<file path="src/rtl/reorder_buffer.sv">
// ---------------------------------------------------------------------------
// reorder_buffer
//   Circular in-order retirement queue for the out-of-order RV32 core.
//   Entries are allocated at the tail on issue. Results arrive from the common
//   data bus. Two combinational operand queries serve the register file, and
//   the head entry retires in program order.
//
// Ports
//   clk_in, rst_in, rdy_in        clock, synchronous active-high reset, global
//                                 enable (low freezes all state and outputs)
//   issue_*                       allocation request (type, rd, pc, prediction)
//   tail_id, rob_full             id given to the next issue, queue full flag
//   wb_*                          common-data-bus writeback
//   get_rob_id1/2, rob_value1/2*  operand forwarding queries (combinational)
//   set_reg_id, set_val,
//   set_reg_on_rob_id             registered register-file write of the
//                                 retiring entry
//   commit_store, commit_rob_id   registered store-release pulse
//   rob_clear, clear_pc           registered mispredict flush pulse + redirect
//   halt                          sticky, set when EXIT retires
// ---------------------------------------------------------------------------
module reorder_buffer #(
    parameter int ROB_WIDTH_BIT = 3
) (
    input  logic                     clk_in,
    input  logic                     rst_in,
    input  logic                     rdy_in,
    input  logic                     issue_valid,
    input  logic [1:0]               issue_type,
    input  logic [4:0]               issue_rd,
    input  logic [31:0]              issue_pc,
    input  logic                     issue_pred_jump,
    input  logic [31:0]              issue_jump_addr,
    output logic [ROB_WIDTH_BIT-1:0] tail_id,
    output logic                     rob_full,
    input  logic                     wb_valid,
    input  logic [ROB_WIDTH_BIT-1:0] wb_rob_id,
    input  logic [31:0]              wb_value,
    input  logic                     wb_jump,
    input  logic [ROB_WIDTH_BIT-1:0] get_rob_id1,
    input  logic [ROB_WIDTH_BIT-1:0] get_rob_id2,
    output logic                     rob_value1_ready,
    output logic                     rob_value2_ready,
    output logic [31:0]              rob_value1,
    output logic [31:0]              rob_value2,
    output logic [4:0]               set_reg_id,
    output logic [31:0]              set_val,
    output logic [ROB_WIDTH_BIT-1:0] set_reg_on_rob_id,
    output logic                     commit_store,
    output logic [ROB_WIDTH_BIT-1:0] commit_rob_id,
    output logic                     rob_clear,
    output logic [31:0]              clear_pc,
    output logic                     halt
);

    localparam int SIZE = 1 << ROB_WIDTH_BIT;

    localparam logic [1:0] TYPE_REG    = 2'd0;
    localparam logic [1:0] TYPE_STORE  = 2'd1;
    localparam logic [1:0] TYPE_BRANCH = 2'd2;
    localparam logic [1:0] TYPE_EXIT   = 2'd3;

    localparam logic [ROB_WIDTH_BIT-1:0] ID_ONE     = ROB_WIDTH_BIT'(1);
    localparam logic [ROB_WIDTH_BIT-1:0] ID_ZERO    = ROB_WIDTH_BIT'(0);
    localparam logic [ROB_WIDTH_BIT:0]   COUNT_ONE  = (ROB_WIDTH_BIT+1)'(1);
    localparam logic [ROB_WIDTH_BIT:0]   COUNT_ZERO = (ROB_WIDTH_BIT+1)'(0);
    localparam logic [ROB_WIDTH_BIT:0]   COUNT_FULL = (ROB_WIDTH_BIT+1)'(SIZE);

    // Entry storage
    logic        busy_r      [SIZE];
    logic        ready_r     [SIZE];
    logic [1:0]  type_r      [SIZE];
    logic [4:0]  rd_r        [SIZE];
    logic [31:0] pc_r        [SIZE];
    logic        pred_r      [SIZE];
    logic [31:0] jump_addr_r [SIZE];
    logic [31:0] value_r     [SIZE];
    logic        jump_r      [SIZE];

    logic [ROB_WIDTH_BIT-1:0] head_r;
    logic [ROB_WIDTH_BIT-1:0] tail_r;
    logic [ROB_WIDTH_BIT:0]   count_r;

    // Registered outputs
    logic [4:0]               set_reg_id_r;
    logic [31:0]              set_val_r;
    logic [ROB_WIDTH_BIT-1:0] set_reg_on_rob_id_r;
    logic                     commit_store_r;
    logic [ROB_WIDTH_BIT-1:0] commit_rob_id_r;
    logic                     rob_clear_r;
    logic [31:0]              clear_pc_r;
    logic                     halt_r;

    logic        full_s;
    logic        issue_s;
    logic        wb_s;
    logic        commit_s;
    logic        mispredict_s;
    logic [31:0] redirect_pc_s;

    assign full_s            = (count_r == COUNT_FULL);
    assign tail_id           = tail_r;
    assign rob_full          = full_s;
    assign set_reg_id        = set_reg_id_r;
    assign set_val           = set_val_r;
    assign set_reg_on_rob_id = set_reg_on_rob_id_r;
    assign commit_store      = commit_store_r;
    assign commit_rob_id     = commit_rob_id_r;
    assign rob_clear         = rob_clear_r;
    assign clear_pc          = clear_pc_r;
    assign halt              = halt_r;

    // Per-cycle control decisions. The flush cycle (rob_clear high) blocks
    // issue, writeback and commit so nothing younger than the branch survives.
    always_comb begin
        issue_s       = 1'b0;
        wb_s          = 1'b0;
        commit_s      = 1'b0;
        mispredict_s  = 1'b0;
        redirect_pc_s = 32'd0;
        if (!rob_clear_r) begin
            issue_s  = issue_valid && !full_s;
            wb_s     = wb_valid && busy_r[wb_rob_id];
            commit_s = busy_r[head_r] && ready_r[head_r] && !halt_r;
        end else begin
            issue_s  = 1'b0;
            wb_s     = 1'b0;
            commit_s = 1'b0;
        end
        mispredict_s = (type_r[head_r] == TYPE_BRANCH) && (jump_r[head_r] != pred_r[head_r]);
        if (jump_r[head_r]) begin
            redirect_pc_s = jump_addr_r[head_r];
        end else begin
            redirect_pc_s = pc_r[head_r] + 32'd4;
        end
    end

    // Operand query port 1: a same-cycle writeback to the queried id bypasses storage.
    always_comb begin
        rob_value1_ready = ready_r[get_rob_id1];
        rob_value1       = value_r[get_rob_id1];
        if (wb_valid && (wb_rob_id == get_rob_id1)) begin
            rob_value1_ready = 1'b1;
            rob_value1       = wb_value;
        end else begin
            rob_value1_ready = ready_r[get_rob_id1];
            rob_value1       = value_r[get_rob_id1];
        end
    end

    // Operand query port 2: same bypass rule as port 1.
    always_comb begin
        rob_value2_ready = ready_r[get_rob_id2];
        rob_value2       = value_r[get_rob_id2];
        if (wb_valid && (wb_rob_id == get_rob_id2)) begin
            rob_value2_ready = 1'b1;
            rob_value2       = wb_value;
        end else begin
            rob_value2_ready = ready_r[get_rob_id2];
            rob_value2       = value_r[get_rob_id2];
        end
    end

    // Entry storage, pointers and registered commit outputs.
    always_ff @(posedge clk_in) begin
        if (rst_in) begin
            for (int i = 0; i < SIZE; i++) begin
                busy_r[i]      <= 1'b0;
                ready_r[i]     <= 1'b0;
                type_r[i]      <= TYPE_REG;
                rd_r[i]        <= 5'd0;
                pc_r[i]        <= 32'd0;
                pred_r[i]      <= 1'b0;
                jump_addr_r[i] <= 32'd0;
                value_r[i]     <= 32'd0;
                jump_r[i]      <= 1'b0;
            end
            head_r              <= ID_ZERO;
            tail_r              <= ID_ZERO;
            count_r             <= COUNT_ZERO;
            set_reg_id_r        <= 5'd0;
            set_val_r           <= 32'd0;
            set_reg_on_rob_id_r <= ID_ZERO;
            commit_store_r      <= 1'b0;
            commit_rob_id_r     <= ID_ZERO;
            rob_clear_r         <= 1'b0;
            clear_pc_r          <= 32'd0;
            halt_r              <= 1'b0;
        end else if (rdy_in) begin
            set_reg_id_r   <= 5'd0;
            commit_store_r <= 1'b0;
            rob_clear_r    <= 1'b0;
            if (rob_clear_r) begin
                for (int i = 0; i < SIZE; i++) begin
                    busy_r[i]  <= 1'b0;
                    ready_r[i] <= 1'b0;
                end
                head_r  <= ID_ZERO;
                tail_r  <= ID_ZERO;
                count_r <= COUNT_ZERO;
            end else begin
                if (wb_s) begin
                    ready_r[wb_rob_id] <= 1'b1;
                    value_r[wb_rob_id] <= wb_value;
                    jump_r[wb_rob_id]  <= wb_jump;
                end
                if (commit_s) begin
                    busy_r[head_r] <= 1'b0;
                    head_r         <= head_r + ID_ONE;
                    case (type_r[head_r])
                        TYPE_REG: begin
                            set_reg_id_r        <= rd_r[head_r];
                            set_val_r           <= value_r[head_r];
                            set_reg_on_rob_id_r <= head_r;
                        end
                        TYPE_STORE: begin
                            commit_store_r  <= 1'b1;
                            commit_rob_id_r <= head_r;
                        end
                        TYPE_BRANCH: begin
                            set_reg_id_r        <= rd_r[head_r];
                            set_val_r           <= value_r[head_r];
                            set_reg_on_rob_id_r <= head_r;
                            if (mispredict_s) begin
                                rob_clear_r <= 1'b1;
                                clear_pc_r  <= redirect_pc_s;
                            end
                        end
                        TYPE_EXIT: begin
                            halt_r <= 1'b1;
                        end
                        default: begin
                        end
                    endcase
                end
                // Issue is applied last so a slot freed by commit this cycle
                // can be reallocated; it never collides with a live entry
                // because issue is blocked when full.
                if (issue_s) begin
                    busy_r[tail_r]      <= 1'b1;
                    ready_r[tail_r]     <= (issue_type == TYPE_EXIT);
                    type_r[tail_r]      <= issue_type;
                    rd_r[tail_r]        <= issue_rd;
                    pc_r[tail_r]        <= issue_pc;
                    pred_r[tail_r]      <= issue_pred_jump;
                    jump_addr_r[tail_r] <= issue_jump_addr;
                    jump_r[tail_r]      <= 1'b0;
                    tail_r              <= tail_r + ID_ONE;
                end
                case ({issue_s, commit_s})
                    2'b10:   count_r <= count_r + COUNT_ONE;
                    2'b01:   count_r <= count_r - COUNT_ONE;
                    default: count_r <= count_r;
                endcase
            end
        end
    end

endmodule

</file>
<file path="config.mk">
export PLATFORM = sky130hd
export DESIGN_NAME = reorder_buffer
export DESIGN_NICKNAME = d
export VERILOG_FILES = /design/src/rtl/reorder_buffer.sv
export SDC_FILE = /design/constraint.sdc
export NUM_CORES = 2
export LEC_CHECK = 0
export BUFFER_PORTS_ARGS = -buffer_cell sky130_fd_sc_hd__buf_4
export CAP_MARGIN = 20
export CORE_MARGIN = 4
export CORE_UTILIZATION = 31
export CTS_CLUSTER_SIZE = 24
export DETAILED_ROUTE_END_ITERATION = 10
export GPL_TIMING_DRIVEN = 1
export HOLD_SLACK_MARGIN = 0.08
export PLACE_DENSITY_LB_ADDON = 0.05
export SETUP_SLACK_MARGIN = 0.4
export SYNTH_ARGS = -nofsm -noshare
export SYNTH_HDL_FRONTEND = slang
export SYNTH_SLANG_ARGS = --single-unit
export TNS_END_PERCENT = 30
</file>
<file path="constraint.sdc">
create_clock -name clk_in -period 18.42 [get_ports clk_in]
set_input_delay 0.921 -clock clk_in [delete_from_list [all_inputs] [get_ports clk_in]]
set_output_delay 0.921 -clock clk_in [all_outputs]
set_load 0.01 [all_outputs]
</file>
==> metrics.yaml <==
yosys:
  syn_inst: 3191
  synthAdderAreaFrac_pct: 0.176
  synth-seq-cells: 947
  synth_compound_area_share_pct: 3.30
  synthXorXnorAreaFrac_pct: 0.505
  synth_ff_type: "edfxtp_1"
  synth.distinct_cells: 74
  synth_area_leaders: "edfxtp_1, mux4_2, and2_1, dfxtp_1, mux2i_1"
  yosys.area_share.simple_pct: 14.6
  syn-num-nets: 3316
  netlist_area_um2: 46800
  yosys_warnings: 0
  synth_top_cell_by_area: "edfxtp_1"
  synth_top_family_by_area: "multiplexers"
  synth_edf_count: 832
  synthMuxAreaShare_pct: 20.7
  synth-async-reset-ratio_pct: 0
  synth_seq_area_share_pct: 58.3
  syn_avg_cell_area_um2: 14.7
  synth_top_area_share_pct: 53.3
timing:
  tns_ns: 0
  rsz0062_at_grt: "false"
  hold_viol_final: 0
  setup_viol: 0
  min_period_ns: 4.75
  skew_ns: 0.0365
  timing.final.crit_share_pct: 25.8
  timing.hold.ws_ns: 0.474
  relSlewSlack_pct: 24.9
  drv_slew: 0
  fmax_mhz: 210
  worst_pin_slew_ns: 1.12
layout:
  final_common_cell: "and2_1"
  area_growth_pct: 16.9
  mostFrequentLayoutCells: "and2_1, edfxtp_1, mux4_2"
  fin_util_pct: 36.5
  nets: 3513
  drive_gt1_share_pct: 25.9
  fill_cells: 14400
floorplan:
  ios: 267
  die_y_um: 397
  die_w_um: 397
  start_util_pct: 31.2
  coreArea_um2: 150000
  die-area_um2: 157000
  rows: 142
clock_network:
  cts_setup_buffers: 0
  h-tree-depth: 3
  insertion_delay_ns: 0.73
  cts_made_buffers: 116
  ctsResizeCount: 0
  clkTransAtPathRegs_ns: 0.06
  cts_tree: "done"
  cts_root_buf: "clkbuf_16"
  hold_buffers: 0
  clock-sinks: 947
  cts_buffer_depth: 3
global_routing:
  grt_pass1_vias: 30600
  antenna_found_initial: 17
  grt_pass1_wl_um: 228000
  grt_max_degree: 83
  track_usage_pct: 20.1
  overflow: 0
job:
  max-cap-violations: 0
route:
  dr.pass1.iters: 5
  routed_wl_um: 159000
  drc: 0
  vias_per_cell: 5.14
  ant_nets: 0
  vias: 28400
  dr.first_iter.drc_count: 1878
  detail_route.wl_per_cell_um: 28.8
worst_setup_path:
  cp-end-kind: "primary output"
  required_ns: 17.50
  critPathLaunchType: "primary input"
  cp.arrival_ns: 3.83
  path_class: "in -> out"
  path_max_fanout: 65
outcome:
  status: "finished, final reports clean"
power_and_ir_drop:
  p_clk_share_pct: 44.3
  switching_power_uw: 1210
  ir_drop_mv: 0.0706
  p_int_uw: 3870
  p_comb_share_pct: 7.7
  p_sw_share_pct: 23.8
  powerDensity_nw_per_um2: 92.8
  power_frac_seq_pct: 48.0
  p_leak_uw: 0.0194
placed_design:
  portBuffers: 266
  gp_congestion: 0.770
  hpwlAfterDp_um: 89700
worst_hold_path:
  hp-class: "reg -> reg"
-- worst paths after layout --
kind | depth (start not counted) | start | slack [ns] | end
worst min register to register | 2 | set_reg_id[2]$_SDFFE_PP0P_ | 0.47 | set_reg_id[2]$_SDFFE_PP0P_
worst min-delay path | 2 | set_reg_id[2]$_SDFFE_PP0P_ | 0.47 | set_reg_id[2]$_SDFFE_PP0P_
worst max register to register | 11 | register | 14.04 | clear_pc[24]$_SDFFE_PP0P_
worst max-delay path | 9 | get_rob_id1[0] | 13.67 | rob_value1[27]
-- through the flow --
| step | total power (uW) | instance area, um2 | setup slack (ns) | cells |
|---|---|---|---|---|
| detailed placement | 2880 | 51000 | 13.51 | 5286 |
| floorplan | 2690 | 46800 | 10.99 | 3191 |
| CTS | 5160 | 54700 | 13.55 | 5500 |
| global route | 5270 | 54700 | 13.27 | 5504 |
| global placement | 2880 | 51000 | 13.49 | 5285 |
| finish | 5080 | 54700 | 13.67 | 5514 |
-- cell type report --
cell class / instances / area, um2 / share of cell area, %
antenna: 14 / 35.0 / 0.0640
tap: 2016 / 2520 / 4.61
clock inverter: 61 / 602 / 1.10
timing repair buffer: 333 / 2530 / 4.63
clock buffer: 153 / 3120 / 5.70
sequential: 947 / 27300 / 49.9
inverter: 7 / 26.3 / 0.0480
multi-input combinational: 1983 / 18600 / 34.0
-- power groups by stage --
stage / logic (uW) / clock network (uW) / registers [uW]
after detailed placement: 403 / 0 / 2480
after global routing: 424 / 2400 / 2440
after floorplan: 220 / 0 / 2470
final: 393 / 2250 / 2440
after global placement: 400 / 0 / 2480
after CTS: 404 / 2320 / 2440
-- critical path, stage by stage --
cell     delay (ns)
buf_4          0.19
buf_4          0.71
buf_4          0.62
xnor2_1        0.14
nand4_1        0.11
buf_4          0.59
nor2_1         0.07
a21oi_1        0.17
buf_4          0.15
-- kinds of logic (layout without fill, tap and decap cells) --
logic type | after synthesis | after routing
and+or+nand+nor | 1166 | 1166
DFF | 947 | 947
muxes | 530 | 530
buffers and inverters | 261 | 554
AOI/OAI and AO/OA | 254 | 254
xor gates and xnor gates | 27 | 27
adders and majority gates | 6 | 6
other | 0 | 14
-- routing by layer --
metal | global-route usage (%) | vias to the layer above | wire [um]
met5 | 0 | - | 39
met4 | 4.70 | 6 | 3340
met3 | 3.54 | 189 | 8080
met2 | 35.0 | 703 | 80500
met1 | 26.1 | 15000 | 66900
li1 | - | 12500 | -
-- cells in the mapped netlist, types with 4 or more instances --
cell and number:
mux4_1 8, mux4_2 338, inv_1 5, mux2i_1 163, or2_2 12, ha_1 5, and2_1 840, buf_6 7
nor2_1 163, or3_1 4, dfxtp_1 115, and3_1 6, mux2i_2 4, nand2b_1 10, nand4_1 9, a22oi_1 4
buf_4 13, nand2_1 43, o21ai_0 25, nand3_1 11, nor3b_1 8, xnor2_1 26, buf_1 34, buf_2 17
a211oi_1 55, nor4_1 7, a31oi_1 7, o211ai_1 9, clkbuf_1 180, mux2_2 16, nor3_1 21, edfxtp_1 832
o21ai_1 6, a21oi_1 123, nor2b_1 7
-- registers in the layout, summed over array words and instances (netlist names), named ones only --
register and count:
set_val 32, value_r 256, jump_r 8, set_reg_on_rob_id 3, clear_pc 32, head_r 3
jump_addr_r 256, type_r 16, busy_r 8, commit_rob_id 3, commit_store 1, set_reg_id 5
rd_r 40, pred_r 8, halt 1, ready_r 8, tail_id 3, rob_clear 1
count_r 4, pc_r 256
Note: power is estimated with default switching activity, not from simulation.
